### config.mk
export PLATFORM = sky130hd
export DESIGN_NAME = ifetch_stage
export DESIGN_NICKNAME = d
export VERILOG_FILES = /design/src/rtl/MIPS_DEF.sv /design/src/rtl/ifetch_buf.sv /design/src/rtl/ifetch_stage.sv
export SDC_FILE = /design/constraint.sdc
export NUM_CORES = 1
export LEC_CHECK = 0
export BUFFER_PORTS_ARGS = -buffer_cell sky130_fd_sc_hd__clkbuf_2
export CORE_UTILIZATION = 50
export DETAILED_ROUTE_END_ITERATION = 7
export GPL_ROUTABILITY_DRIVEN = 0
export PLACE_DENSITY = 0.77
export SETUP_SLACK_MARGIN = 0.3
export SLEW_MARGIN = 25
export SYNTH_ARGS = -nofsm -noshare
export SYNTH_HDL_FRONTEND = slang
export SYNTH_SLANG_ARGS = --single-unit
### constraint.sdc
create_clock -name clk -period 5.35 [get_ports clk]
set_input_delay 0.535 -clock clk [delete_from_list [all_inputs] [get_ports clk]]
set_output_delay 0.535 -clock clk [all_outputs]
set_load 0.01 [all_outputs]
### src/rtl/MIPS_DEF.sv
// Shared definitions for the MIPS pipeline.
// Fetch-stage state, step size and the word/PC bundle passed to decode.
package MIPS_DEF;

  localparam int INS_W = 32;
  localparam logic [31:0] PC_STEP = 32'd4;

  typedef enum logic [1:0] {
    S_IDLE,
    S_REQ,
    S_WAIT,
    S_DROP
  } ifetch_state_t;

  typedef struct packed {
    logic [INS_W-1:0] ins;
    logic [31:0]      pc;
  } fetch_word_t;

  function automatic logic [31:0] align_pc(
    input logic [31:0] a
  );
    return a & ~32'd3;
  endfunction

endpackage

### src/rtl/ifetch_buf.sv
// IF/ID output slot plus a one-entry skid buffer.
// Absorbs one response that lands while decode is stalled.
module ifetch_buf
  import MIPS_DEF::*;
(
  input  logic        clk,
  input  logic        rst_n,
  input  logic        flush,
  input  logic        stall,
  input  logic        load,
  input  fetch_word_t word,
  output logic        skid_full,
  output fetch_word_t slot,
  output logic        slot_valid
);

  fetch_word_t skid;

  always_ff @(posedge clk) begin
    if (!rst_n) begin
      slot       <= '0;
      slot_valid <= 1'b0;
      skid       <= '0;
      skid_full  <= 1'b0;
    end else if (flush) begin
      slot_valid <= 1'b0;
      skid_full  <= 1'b0;
    end else if (!stall) begin
      if (skid_full) begin
        // older skid word goes out first; a fresh response refills the skid
        slot       <= skid;
        slot_valid <= 1'b1;
        skid_full  <= load;
        if (load) skid <= word;
      end else begin
        slot_valid <= load;
        if (load) slot <= word;
      end
    end else if (load) begin
      if (!slot_valid) begin
        slot       <= word;
        slot_valid <= 1'b1;
      end else begin
        skid      <= word;
        skid_full <= 1'b1;
      end
    end
  end

endmodule

### src/rtl/ifetch_stage.sv
// Instruction fetch: PC, one-outstanding imem handshake,
// redirect/kill handling and the IF/ID output register.
module ifetch_stage
  import MIPS_DEF::*;
#(
  parameter logic [31:0] RESET_PC = 32'h0000_0000
) (
  input  logic             clk,
  input  logic             rst_n,
  output logic             imem_req,
  output logic [31:0]      imem_addr,
  input  logic             imem_ready,
  input  logic             imem_rvalid,
  input  logic [INS_W-1:0] imem_rdata,
  input  logic             redirect_valid,
  input  logic [31:0]      redirect_pc,
  input  logic             stall,
  output logic [INS_W-1:0] ins,
  output logic [31:0]      ins_pc,
  output logic             ins_valid
);

  ifetch_state_t state;
  logic [31:0]   pc;
  logic [31:0]   req_pc;
  logic          skid_full;
  logic          accept;
  logic          deliver;
  fetch_word_t   rsp;
  fetch_word_t   slot;

  assign imem_req  = (state == S_REQ) && !skid_full;
  assign imem_addr = pc;
  assign accept    = imem_req && imem_ready;
  assign deliver   = (state == S_WAIT) && imem_rvalid
                   && !redirect_valid;
  assign rsp       = '{ins: imem_rdata, pc: req_pc};

  always_ff @(posedge clk) begin
    if (!rst_n) begin
      state  <= S_IDLE;
      pc     <= RESET_PC;
      req_pc <= '0;
    end else if (redirect_valid) begin
      pc <= align_pc(redirect_pc);
      unique case (state)
        S_IDLE: state <= S_REQ;
        S_REQ:  state <= accept ? S_DROP : S_REQ;
        S_WAIT: state <= imem_rvalid ? S_REQ : S_DROP;
        // a response landing now retires the killed request
        S_DROP: state <= imem_rvalid ? S_REQ : S_DROP;
      endcase
    end else begin
      unique case (state)
        S_IDLE: state <= S_REQ;
        S_REQ: begin
          if (accept) begin
            req_pc <= pc;
            pc     <= pc + PC_STEP;
            state  <= S_WAIT;
          end
        end
        S_WAIT: if (imem_rvalid) state <= S_REQ;
        S_DROP: if (imem_rvalid) state <= S_REQ;
      endcase
    end
  end

  ifetch_buf u_buf (
    .clk        (clk),
    .rst_n      (rst_n),
    .flush      (redirect_valid),
    .stall      (stall),
    .load       (deliver),
    .word       (rsp),
    .skid_full  (skid_full),
    .slot       (slot),
    .slot_valid (ins_valid)
  );

  assign ins    = slot.ins;
  assign ins_pc = slot.pc;

endmodule

; ---- Word-level counts from Yosys, hierarchy flattened
; Index checks and enable logic that the tools add are counted.
[totals]
latch_bits = 0
mem_bits_ro = 0
mem_count = 0
ram_bits = 0
out_inout_bits = 98
ff_bits = 196
in_bits = 70
word_cells = 67
[op_classes]
eq_ne = 8
n_lt_le_gt_ge = 0
mul = 0
div = 0
reduce_logical = 20
bitwise = 2
addsub = 1
muxes = 26
n_shift = 0
[ops]
columns = operator, n
row1 = 64-bit 2-to-1 mux, 9
row2 = 32-bit 2-to-1 mux, 3
row3 = "32-bit by 3-bit adder with 32-bit output, second input constant", 1
row4 = 2-bit case mux with 3 select lines, 2
row5 = 2-bit 2-to-1 mux, 5
row6 = 2-bit AND reduction, 4
row7 = 4-bit AND reduction, 2
row8 = 2-bit nonzero test, 4
row9 = 1-bit 2-to-1 mux, 7
row10 = "2-bit == test, second input constant", 2
row11 = 1-bit logical AND, 4
row12 = "2-bit by 1-bit inequality test with 1-bit output, second input constant", 2
row13 = 2-bit OR reduction, 2
row14 = "3-bit by 1-bit inequality test with 1-bit output, second input constant", 1
row15 = "3-bit inequality test, second input constant", 1
row16 = 3-bit AND reduction, 1
row17 = "2-bit by 1-bit == test with 1-bit output, second input constant", 1
row18 = 1-bit zero test, 2
row19 = 2-bit zero test, 1
row20 = "2-bit inequality test, second input constant", 1
row21 = 1-bit NOT, 2

; ---- Longest topological paths before layout
; Gate-level depths: netlist of the first run.
[depth]
ltp_word = 6
mapped_depth = 6
depth_no_buf = 4

; ---- Cells and area by module
; Synthesis of the first run repeated with hierarchy kept, for this count alone.
[unflattened]
cells_unflattened = 994
hier_area_um2 = 8682.1
[modules_own_cells]
columns = mod, seq_area_each_um2, area_per_inst_um2, cells_per_inst, instances
row1 = ifetch_buf, 2602.5, 5645.4, 606, 1
row2 = ifetch_stage, 1241.2, 3036.7, 388, 1

; ---- Worst setup path after synthesis of the first run
; No wires, ideal clock.
[synth_timing]
path_type = reg2reg
start = register pc[16] (netlist: imem_addr[16])
end = register pc[27] (netlist: imem_addr[27])
arrival_time_ns = 1.846
setup_time_ns = 0.074
path_buffers = 1
period_less_slack_ns = 1.920
required_time_ns = 5.276
path_slack_ns = 3.430
path_stages_with_launch = 6
path_cell_list = dfxtp_1 -> nand4_2 -> or4_1 -> buf_2 -> or4_1 -> a31oi_1
[synth_via]
elab_chain_len = 4
[synth_lines]
columns = item, line_no
row1 = start: declaration, ifetch_stage.sv:24  ; logic [31:0] pc;
row2 = start signal: assignment, ifetch_stage.sv:45  ; pc <= align_pc(redirect_pc);
row3 = start signal: assignment, ifetch_stage.sv:59  ; pc <= pc + PC_STEP;
row4 = 32-bit by 3-bit adder with 32-bit output, ifetch_stage.sv:59
row5 = 32-bit 2-to-1 mux, ifetch_stage.sv:57  ; if (accept) begin
row6 = 32-bit 2-to-1 mux, ifetch_stage.sv:54  ; unique case (state)
row7 = 32-bit 2-to-1 mux, ifetch_stage.sv:44  ; end else if (redirect_valid) begin
; Every way passes these cells. The select of a mux whose other input is x is not followed.
; A chain may end at the register's enable or synchronous reset.

; ---- Final worst setup path of the first run
[layout_timing]
start = register u_buf.skid_full
end = register pc[19] (netlist: imem_addr[19])
[layout_via]
elab_chain_len = 5
[layout_lines]
columns = item, line_no
row1 = start: declaration, ifetch_buf.sv:12  ; output logic skid_full,
row2 = start signal: assignment, ifetch_buf.sv:33  ; skid_full <= load;
row3 = 1-bit zero test, ifetch_stage.sv:32  ; assign imem_req = (state == S_REQ) && !skid_full;
row4 = 1-bit logical AND, ifetch_stage.sv:32
row5 = 1-bit logical AND, ifetch_stage.sv:34  ; assign accept = imem_req && imem_ready;
row6 = 2-bit nonzero test (no source line), n/a
row7 = 2-bit AND reduction (no source line), n/a
; Every way passes these cells.

==> impl_metrics.csv, run 1 <==
group,metric,value,unit
timing,finalHoldViolations,0,
critical_path,critPathRequiredTime,5710,ps
timing,timing.clock.skew,11.1,ps
power_and_ir_drop,ir_drop,0.000236,V
hold_path,holdCritPathClass,"in -> reg",
cells_and_area,stdcell_area,9730,um^2
synth,synth.mux.area_fraction,15.9,%
critical_path,launch_point_of_the_worst_reg_to_reg_path,"u_buf.skid_full",
clock_network,post_cts_buffers,0,
critical_path,worst_path_max_delay_cell,"or4_2",
floorplan,initial_core_util,51.8,%
synth,synthesized_area_per_cell,8.46,um^2
power_and_ir_drop,static-leakage-power,4.12,nW
clock_network,clock_tree.root_cell,"clkbuf_16",
synth,synth.yosys.seq_area_share,45.1,%
drt,drt_first_pass_iters,5,
synth,synth_cells,987,
clock_network,cts_tree,"built",
synth,synth_top_family_by_area,"simple AND/OR/NAND/NOR gates",
run,maxCapViolations,0,
critical_path,worstSetupStartpointType,"flop",
clock_network,cts_max_path_buffers,2,
synth,async_flop_share,0,%
synth,post_synth_adder_cell_area,0.150,%
drt,drcViolationCount,0,
placed_design,place_area,9180,um^2
critical_path,timing.critical_path.slowest_cell_delay,840,ps
hold_path,worstHoldStart,"imem_rdata[15]",
cells_and_area,layout-area-overhead-vs-synth,16.5,%
timing,timing.fmax,366,MHz
timing,period_needed,2730,ps
hold_path,holdPathStages,3,
grt,globalRouteTotalUtil,23.8,%
grt,grt_pass1_vias,6477,
synth,dominantRegCellSynth,"dfxtp_1",
synth,synth.lib_cells_used.distinct,50,
grt,grt_overflow_total,0,
grt,grt_start_max_net_pins,101,
clock_network,post_cts_resized,0,
synth,synth_enable_flop_cells,0,
drt,drt.antenna.violating_nets,0,
critical_path,timing.setup.critical_path_class,"reg -> reg",
critical_path,critical_path.cell_chain,"and4bb_2 > nand4_1 > or4_2 > a31oi_1",
cells_and_area,layoutNonFillerInstCount,1329,
clock_network,numCtsBuffers,17,
critical_path,timing.critical_path.fanout_max,22,
critical_path,ff2ff_setup_slack,2620,ps
timing,final_period_util,51.1,%
placed_design,numPortBuffers,161,
synth,yosysWarnings,0,
synth,synth_compound_area_share,12.3,%
synth,post_synth_and_or_nand_nor_area_fraction,21.0,%
drt,routed_length_per_instance,15.3,um
grt,antenna_violations_before_repair,0,
cells_and_area,num_antenna_cells,0,
critical_path,buf_inv_stages_crit_path,0,
drt,via_per_inst,5.40,
clock_network,hold_buf_count_cts,0,
critical_path,worst_path_dominant_cell_family,"simple AND/OR/NAND/NOR gates",
status,run_status,"complete, no violations",
critical_path,worstRegToRegCells,4,
critical_path,rr_endpoint,"imem_addr[19]",
floorplan,core-area,16100,um^2
grt,wire_length_of_the_first_global_routing_pass,33500,um
power_and_ir_drop,post-layout-total-power,2.84,mW
timing,fin_setup_tns,0,ps
timing,rsz0062_at_grt,"false",
drt,detailroute.via_count,7183,
timing,finalSetupViolations,0,
cells_and_area,fin_util,60.4,%
floorplan,fp.dieArea,17200,um^2
clock_network,worstSkewPairLatency,430,ps
synth,synth.ff_latch_count,188,
power_and_ir_drop,power.density_cell_area,292,nW/um^2
floorplan,std_cell_rows,46,
synth,synth-xor-area-share,0.839,%
placed_design,dp.final_hpwl,13000,um
drt,routed_wirelength,20300,um
clock_network,cts.htree.levels,4,
critical_path,arrival_time_reported_for_the_critical_path_endpoint,3090,ps
critical_path,setup.worst_path.end_class,"flop",
placed_design,placedCellCount,1298,
synth,syn_area,8350,um^2
floorplan,die_height,131,um
cells_and_area,nets,1172,
hold_path,whs_endpoint,"u_buf.skid[47]",
floorplan,die_w,131,um
clock_network,clk_transition_reported_paths,70,ps
drt,drt_iter0_markers,556,
timing,worst_slew_pin_slew,988,ps
timing,final-max-slew-violation-count,0,
clock_network,tritoncts_sink_count,188,
floorplan,top_level_ports,168,
timing,slew-limit-headroom,34.1,%
cells_and_area,post_route_cells_drive_above_1_share,24.7,%
critical_path,worstSetupPathDepth,4,
## state kept, by name (all words and copies together) (netlist names)
signal            cells
state                 2
req_pc               30
u_buf.skid_full       1
u_buf.skid           62
imem_addr            30
u_buf.slot_valid      1
u_buf.slot           62
## where the power goes
group / internal, mW / total (mW) / switching, mW
sequential: 1.42 / 1.46 / 0.0377
combinational: 0.0769 / 0.183 / 0.107
clock: 0.664 / 1.20 / 0.534
total: 2.16 / 2.84 / 0.678
## final cells by class
class                   count  area (um^2)
fillers                  1493         6380
flip-flops and latches    188         3760
multi-input cells         718         4250
inverters                   6         22.5
clock inverters            10         92.6
repair buffers            170          876
well taps                 216          270
clock buffers              21          460
## routing by layer
metal / track usage (%) / part of all wire (%)
met5: 0 / 0
met4: 8.20 / 1.5
met3: 4.13 / 4.1
met2: 38.6 / 48
met1: 32.0 / 47
## placed cells by master, fill, tap and decap left out, types with 4 or more instances in the layout
cell type  netlist  routed
or3_1            7       7
conb_1           1       4
clkinv_2         0       4
a21boi_0        21      21
xor2_1           6       6
nand2_1        325     324
clkbuf_2         1     160
dfxtp_1        188     188
or4_1           10      10
clkbuf_16        0      17
buf_4            4      10
nand4_1          8       8
mux2i_1         63      63
nor2_1          10       9
a31oi_1         19      19
a21oi_1         75      74
and3_1           5       5
nand3_1         13      13
inv_1            5       4
o21ai_0         33      32
a21boi_1         6       6
mux2_2          62      62
o31ai_1         10      10
## kinds of logic (layout without fill, tap and decap cells)
kind of cell	Yosys count	count (layout)
AO/OA/AOI/OAI	175	175
flip-flops	188	188
other	1	4
XOR/XNOR	8	8
multiplexers	125	125
AND/OR/NAND/NOR	405	405
adder cells (fa/ha/maj)	1	1
buffers and inverters	84	207
## worst reg2reg max path: cells and delay by family (launching register included)
family / cells / cell delay (ps)
DFF: 1 / 380
and+or+nand+nor: 3 / 2110
AOI/OAI and AO/OA: 1 / 170
## synthesized netlist by cell type, types with 3 or more instances
cell / count / area share (%)
nand2b_1: 4 / 0.30
or4_1: 10 / 0.90
mux2i_1: 63 / 7.5
clkbuf_8: 3 / 0.49
nor2_1: 10 / 0.45
buf_2: 12 / 0.72
a21boi_0: 21 / 1.9
nand3_1: 13 / 0.78
and2_1: 3 / 0.22
dfxtp_1: 188 / 45
buf_4: 4 / 0.36
inv_1: 5 / 0.22
nand4_1: 8 / 0.60
mux2_2: 62 / 8.4
o21ai_0: 33 / 2.0
a31oi_1: 19 / 1.4
and3_1: 5 / 0.37
or3_1: 7 / 0.52
and4_1: 3 / 0.31
a21oi_1: 75 / 4.5
nand2_1: 325 / 15
o31ai_1: 10 / 0.90
xor2_1: 6 / 0.63
clkbuf_1: 56 / 2.5
a21boi_1: 6 / 0.54
## how the worst max path moves through the flow
stage	from	to	slack (ps)
after CTS	u_buf.skid_full	imem_addr[19]	2630
after detailed placement	redirect_valid	u_buf.slot[30]	2290
after floorplan	imem_addr[16]	imem_addr[27]	3430
after global routing	u_buf.skid_full	imem_addr[19]	2440
after global placement	redirect_valid	imem_addr[30]	2140
final	u_buf.skid_full	imem_addr[19]	2620
## stage by stage
| stage | worst slack [ps] | hold slack [ps] |
|---|---|---|
| global placement | 2140 | 439 |
| CTS | 2630 | 326 |
| detailed placement | 2290 | 444 |
| finish | 2620 | 335 |
| floorplan | 3430 | 433 |
| global route | 2440 | 344 |
No activity file was read; power rests on OpenSTA's default activity.
==> run 2: changes to the inputs <==
--- a/config.mk
+++ b/config.mk
@@ -5,11 +5,12 @@
 export SDC_FILE = /design/constraint.sdc
 export NUM_CORES = 1
 export LEC_CHECK = 0
+export ABC_AREA = 1
 export BUFFER_PORTS_ARGS = -buffer_cell sky130_fd_sc_hd__clkbuf_2
 export CORE_UTILIZATION = 50
 export DETAILED_ROUTE_END_ITERATION = 7
 export GPL_ROUTABILITY_DRIVEN = 0
-export PLACE_DENSITY = 0.77
+export PLACE_DENSITY = 0.79
 export SETUP_SLACK_MARGIN = 0.3
 export SLEW_MARGIN = 25
 export SYNTH_ARGS = -nofsm -noshare
==> constraint.sdc (replaced) <==
create_clock -name clk -period 2.2 [get_ports clk]
set_input_delay 0.22 -clock clk [delete_from_list [all_inputs] [get_ports clk]]
set_output_delay 0.22 -clock clk [all_outputs]
set_load 0.01 [all_outputs]
==> run 2 against run 1 <==
Worst setup slack lost 2200 ps. Synthesized cell count grew 25%. Sequential share of layout area shrank 0.79 points. Register-to-register slack lost 2200 ps. Cell count grew 19%. Sequential cell count is the same. Total power grew to 2.5 times the previous value. Sequential power grew 140%.
==> impl_metrics.csv, run 2 <==
group,metric,value,unit
power_and_ir_drop,power.density_cell_area,721,nW/um^2
timing,period_needed,1760,ps
power_and_ir_drop,static-leakage-power,4.29,nW
timing,rsz0062_at_grt,"false",
clock_network,post_cts_buffers,0,
drt,routed_length_per_instance,12.5,um
critical_path,worst_path_max_delay_cell,"dfxtp_1",
power_and_ir_drop,ir_drop,0.000550,V
synth,dominantRegCellSynth,"dfxtp_1",
grt,grt_overflow_total,0,
critical_path,cp_common_cell,"nand2_1",
timing,finalHoldViolations,0,
timing,slew-limit-headroom,50.4,%
run,maxCapViolations,0,
cells_and_area,layout_commonest_cell,"nand2_1",
drt,drt.antenna.violating_nets,0,
placed_design,numPortBuffers,161,
synth,synth.ff_latch_count,188,
synth,post_synth_adder_cell_area,0.148,%
clock_network,numCtsBuffers,17,
timing,fin_setup_tns,0,ps
clock_network,clock_tree.root_cell,"clkbuf_16",
synth,post-synth-top-count-cell,"nand2_1",
timing,final_period_util,79.8,%
synth,post_synth_and_or_nand_nor_area_fraction,23.8,%
hold_path,holdCritPathClass,"in -> reg",
synth,synth.lib_cells_used.distinct,36,
synth,synth_largest_area_cell,"dfxtp_1",
critical_path,timing.critical_path.slowest_cell_delay,410,ps
synth,synth.mux.area_fraction,0,%
clock_network,cts.htree.levels,4,
critical_path,timing.critical_path.fanout_max,6,
status,run_status,"complete, no violations",
clock_network,cts_tree,"built",
critical_path,worst_path_dominant_cell_family,"simple AND/OR/NAND/NOR gates",
synth,synth_compound_area_share,19.5,%
drt,via_per_inst,5.09,
cells_and_area,layout-area-overhead-vs-synth,17.3,%
floorplan,die_height,132,um
clock_network,tritoncts_sink_count,188,
synth,synth_enable_flop_cells,0,
synth,netlist_top_cells_count,"nand2_1, nor2_1, dfxtp_1, inv_1, o21ai_0",
timing,finalSetupViolations,0,
timing,worst_slew_pin_slew,743,ps
critical_path,setup.worst_path.end_class,"flop",
grt,antenna_violations_before_repair,0,
timing,timing.fmax,569,MHz
grt,globalRouteTotalUtil,23.1,%
drt,drt_first_pass_iters,5,
grt,grt_pass1_vias,6945,
critical_path,critPathRequiredTime,2520,ps
synth,synthesized_area_per_cell,6.85,um^2
clock_network,clk_transition_reported_paths,60,ps
floorplan,std_cell_rows,47,
clock_network,cts_max_path_buffers,2,
floorplan,fp.dieArea,17500,um^2
critical_path,worstSetupStartpointType,"flop",
drt,routed_wirelength,19900,um
clock_network,worstSkewPairLatency,420,ps
cells_and_area,commonest_non_fill_non_tap_cells_in_the_layout,"nand2_1, nor2_1, dfxtp_1, clkbuf_2, inv_1",
synth,yosysWarnings,0,
drt,drcViolationCount,0,
drt,drt_iter0_markers,522,
cells_and_area,num_antenna_cells,0,
drt,detailroute.via_count,8071,
critical_path,buf_inv_stages_crit_path,1,
placed_design,dp_worst_setup_slack,367,ps
grt,grt_start_max_net_pins,108,
clock_network,post_cts_resized,0,
synth,synth.yosys.seq_area_share,44.4,%
cells_and_area,post_route_cells_drive_above_1_share,16.7,%
critical_path,ff2ff_setup_slack,440,ps
clock_network,hold_buf_count_cts,0,
grt,wire_length_of_the_first_global_routing_pass,33300,um
timing,timing.clock.skew,4.72,ps
critical_path,timing.setup.critical_path_class,"reg -> reg",
synth,async_flop_share,0,%
critical_path,critical_path.cell_chain,"ha_1 > nand2_1 > nor2_2 > nand3_1 > nor2_2 > nand2_1 > nand2_1 > nand3_1 > nand2_1 > inv_1",
critical_path,arrival_time_reported_for_the_critical_path_endpoint,2080,ps
synth,synth-xor-area-share,0.620,%
floorplan,core-area,16600,um^2
cells_and_area,nets,1426,
synth,yosys.area.top_type_share,44.4,%
synth,synth_top_family_by_area,"simple AND/OR/NAND/NOR gates",
timing,final-max-slew-violation-count,0,
floorplan,initial_core_util,51.1,%
cells_and_area,biggestRegsByFlops,"u_buf.skid: 62 flops, u_buf.slot: 62 flops",
synth,syn_area,8470,um^2
floorplan,top_level_ports,168,
timing,fin_ws,443,ps
synth,synth.top_cells.by_area,"dfxtp_1, nand2_1, nor2_1, o21ai_0, inv_1",
synth,synth_cells,1236,
placed_design,dp.final_hpwl,13200,um
floorplan,die_w,132,um
==> run 2: layout make-up <==
type	count	area, um^2
fillers	1595	6650
multi-input cells	834	3790
flip-flops and latches	188	3760
repair buffers	173	977
inverters	141	537
clock buffers	21	480
well taps	220	275
clock inverters	9	114
==> run 2: cells by family (layout without fill, tap and decap cells) <==
logic type               count (synthesis)  count (layout)
AND/OR/NAND/NOR                        498             499
flip-flops                             188             188
adder cells (fa/ha/maj)                  1               1
AO/OA/AOI/OAI                          324             324
buffers and inverters                  218             344
XOR/XNOR                                 6               6
other                                    1               4
==> run 2: tightest hold or removal path, delay by kind of cell <==
family / cells / cell delay [ps]
AO/OA/AOI/OAI: 1 / 70
buffers and inverters: 1 / 80
AND/OR/NAND/NOR: 1 / 50
==> run 2: where the power goes <==
group	switching, mW	internal, mW	total [mW]
clock network	1.27	1.79	3.05
registers	0.0835	3.48	3.56
logic	0.333	0.215	0.548
total	1.69	5.48	7.16
==> run 2: worst paths after layout <==
check                                startpoint              to  cells past startpoint
worst max-delay path               imem_addr[3]   imem_addr[28]                     10
worst min-delay path            redirect_pc[11]   imem_addr[11]                      3
worst max register to register     imem_addr[3]   imem_addr[28]                     10
worst min register to register   u_buf.skid[38]  u_buf.skid[38]                      2
==> run 2: through the flow <==
stage	power [mW]	util, %	instances	hold slack [ps]	cell area (um^2)
2_1_floorplan	3.97	-	1239	379	8480
3_3_place_gp	4.16	56.1	1555	432	9300
3_5_place_dp	4.18	56.1	1555	439	9300
4_1_cts	7.22	59.7	1585	34.7	9900
5_1_grt	7.45	59.9	1586	46.9	9930
6_report	7.16	59.9	1586	50.8	9930
==> run 2: routing by layer <==
| metal | track usage (%) | vias up | wire length [um] |
|---|---|---|---|
| met5 | 0 | - | 0 |
| met4 | 6.78 | 0 | 240 |
| met3 | 3.54 | 25 | 1390 |
| met2 | 35.6 | 279 | 8720 |
| met1 | 33.3 | 3567 | 9530 |
| li1 | - | 4200 | - |
==> run 3: changes to the inputs <==
--- a/config.mk
+++ b/config.mk
@@ -10,7 +10,7 @@
 export CORE_UTILIZATION = 50
 export DETAILED_ROUTE_END_ITERATION = 7
 export GPL_ROUTABILITY_DRIVEN = 0
-export PLACE_DENSITY = 0.79
+export PLACE_DENSITY = 0.76
 export SETUP_SLACK_MARGIN = 0.3
 export SLEW_MARGIN = 25
 export SYNTH_ARGS = -nofsm -noshare
==> constraint.sdc (replaced) <==
create_clock -name clk -period 1.8 [get_ports clk]
set_input_delay 0.18 -clock clk [delete_from_list [all_inputs] [get_ports clk]]
set_output_delay 0.18 -clock clk [all_outputs]
set_load 0.01 [all_outputs]
==> run 3 against run 2 <==
Hold slack got worse by 27 ps. Clock skew rose by 5.3 ps. Critical path depth did not move. Register-to-register slack got worse by 140 ps. Critical path type unchanged. Largest power group unchanged. Highest routed layer unchanged.
==> impl_metrics.csv, run 3 (same netlist as run 2, synthesis figures left out) <==
group,metric,value,unit
status,run_status,"complete, no violations",
critical_path,worstSetupStartpointType,"flop",
drt,via_per_inst,5.10,
floorplan,core-area,16600,um^2
critical_path,timing.setup.critical_path_class,"reg -> reg",
power_and_ir_drop,post-layout-total-power,8.88,mW
timing,slew-limit-headroom,49.0,%
floorplan,std_cell_rows,47,
cells_and_area,layout_commonest_cell,"nand2_1",
timing,period_needed,1490,ps
clock_network,cts_tree,"built",
grt,grt_pass1_vias,7297,
clock_network,tritoncts_sink_count,188,
critical_path,worst_path_dominant_cell_family,"simple AND/OR/NAND/NOR gates",
power_and_ir_drop,power.density_cell_area,838,nW/um^2
grt,globalRouteTotalUtil,24.7,%
clock_network,cts.htree.levels,4,
cells_and_area,fin_util,64.0,%
hold_path,whs_endpoint,"imem_addr[8]",
floorplan,die_height,132,um
cells_and_area,post_route_cells_drive_above_1_share,21.7,%
clock_network,worstSkewPairLatency,430,ps
critical_path,timing.critical_path.slowest_cell_delay,380,ps
critical_path,setup.worst_path.end_class,"flop",
clock_network,cts_max_path_buffers,2,
run,maxCapViolations,0,
floorplan,initial_core_util,51.1,%
critical_path,worstRegToRegCells,10,
floorplan,fp.dieArea,17500,um^2
power_and_ir_drop,ir_drop,0.000678,V
grt,antenna_violations_before_repair,0,
critical_path,buf_inv_stages_crit_path,1,
drt,routed_wirelength,21800,um
drt,drt_iter0_markers,470,
timing,timing.fmax,670,MHz
critical_path,timing.critical_path.fanout_max,5,
timing,final-max-slew-violation-count,0,
timing,finalSetupViolations,0,
grt,grt_start_max_net_pins,70,
critical_path,worst_path_max_delay_cell,"dfxtp_4",
critical_path,launch_point_of_the_worst_reg_to_reg_path,"imem_addr[3]",
floorplan,die_w,132,um
drt,drt_first_pass_iters,5,
grt,grt_overflow_total,0,
timing,final_period_util,82.9,%
timing,worst_slew_pin_slew,764,ps
floorplan,top_level_ports,168,
drt,detailroute.via_count,8263,
critical_path,critical_path.cell_chain,"ha_4 > nand2_4 > nor2_4 > nand3_4 > nor2_4 > nand2_2 > nand2_1 > nand3_1 > nand2_1 > inv_1",
drt,routed_length_per_instance,13.4,um
grt,wire_length_of_the_first_global_routing_pass,35200,um
drt,drt.antenna.violating_nets,0,
critical_path,rr_endpoint,"imem_addr[28]",
critical_path,arrival_time_reported_for_the_critical_path_endpoint,1820,ps
clock_network,clock_tree.root_cell,"clkbuf_16",
cells_and_area,layout-area-overhead-vs-synth,25.2,%
power_and_ir_drop,static-leakage-power,4.56,nW
placed_design,dp.final_hpwl,13500,um
hold_path,holdPathStages,3,
timing,finalHoldViolations,0,
placed_design,numPortBuffers,161,
clock_network,numCtsBuffers,17,
clock_network,clk_transition_reported_paths,70,ps
timing,rsz0062_at_grt,"true",
cells_and_area,num_antenna_cells,0,
cells_and_area,nets,1458,
critical_path,ff2ff_setup_slack,310,ps
timing,fin_setup_tns,0,ps
cells_and_area,biggestRegsByFlops,"u_buf.skid: 62 flops, u_buf.slot: 62 flops",
hold_path,holdCritPathClass,"in -> reg",
hold_path,worstHoldStart,"redirect_pc[8]",
drt,drcViolationCount,0,
timing,timing.clock.skew,10.0,ps
placed_design,place_area,9420,um^2
critical_path,critPathRequiredTime,2130,ps
cells_and_area,commonest_non_fill_non_tap_cells_in_the_layout,"nand2_1, nor2_1, dfxtp_1, clkbuf_2, inv_1",
cells_and_area,stdcell_area,10600,um^2
run 3: cell count changes in the layout (fill, tap and decap cells not counted), sizes merged:
cell | before | now
buf | 13 | 38
dlygate4sd3 | 0 | 5
clkbuf | 181 | 185
clkinv | 6 | 3
inv | 139 | 142
or2 | 4 | 3
run 3: how the worst max path moves through the flow:
| stage | startpoint | slack [ps] | to | cells after the start |
|---|---|---|---|---|
| after floorplan | imem_addr[2] | 300 | imem_addr[30] | 10 |
| after global placement | imem_addr[2] | 130 | imem_addr[30] | 10 |
| after detailed placement | imem_addr[2] | 110 | imem_addr[30] | 10 |
| after CTS | imem_addr[2] | 290 | imem_addr[29] | 10 |
| after global routing | imem_addr[3] | 210 | imem_addr[30] | 10 |
| final | imem_addr[3] | 310 | imem_addr[28] | 10 |
run 3: worst min-delay path: cells and delay by family:
kind	cells	cell delay, ps
simple gates	1	60
compound gates	1	80
buf+inv	1	80
run 3: routing by layer:
layer / global-route usage, % / vias up / wire length (um)
met4: 6.85 / 0 / 317
met3: 4.69 / 27 / 1320
met5: 0 / - / 0
li1: - / 4262 / -
met1: 35.3 / 3685 / 10400
met2: 37.8 / 289 / 9710
run 3: area by class of cell:
cell class                      instances  area [um^2]
Multi-Input combinational cell        833         3990
Inverter                              141          538
Tap cell                              220          275
Clock buffer                           22          484
Fill cell                            1488         5980
Clock inverter                          9          110
Sequential cell                       188         3790
Timing Repair Buffer                  206         1410
run 3: report_power, final:
group / switching, mW / total (mW) / leakage, nW / internal (mW)
Combinational: 0.449 / 0.762 / 2.74 / 0.313
Sequential: 0.0976 / 4.35 / 1.53 / 4.25
Clock: 1.58 / 3.77 / 0.285 / 2.19
Total: 2.13 / 8.88 / 4.56 / 6.76
run 3: repair_timing:
action                                  in CTS  in global routing
hold endpoints to repair                     5                  0
endpoints found under the setup margin      92                 91
gates resized for setup                     33                 72
cloned                                       2                  4
pin swaps                                    4                 15
hold buffers                                 5                  0
buffers inserted                             6                  6
run 3: metrics by stage:
| stage | hold slack (ps) | setup slack (ps) | cells |
|---|---|---|---|
| after global routing | 5.52 | 207 | 1619 |
| final | 23.4 | 308 | 1619 |
| after floorplan | 336 | 301 | 1239 |
| after global placement | 432 | 129 | 1565 |
| after CTS | 5.52 | 287 | 1609 |
| after detailed placement | 438 | 107 | 1565 |
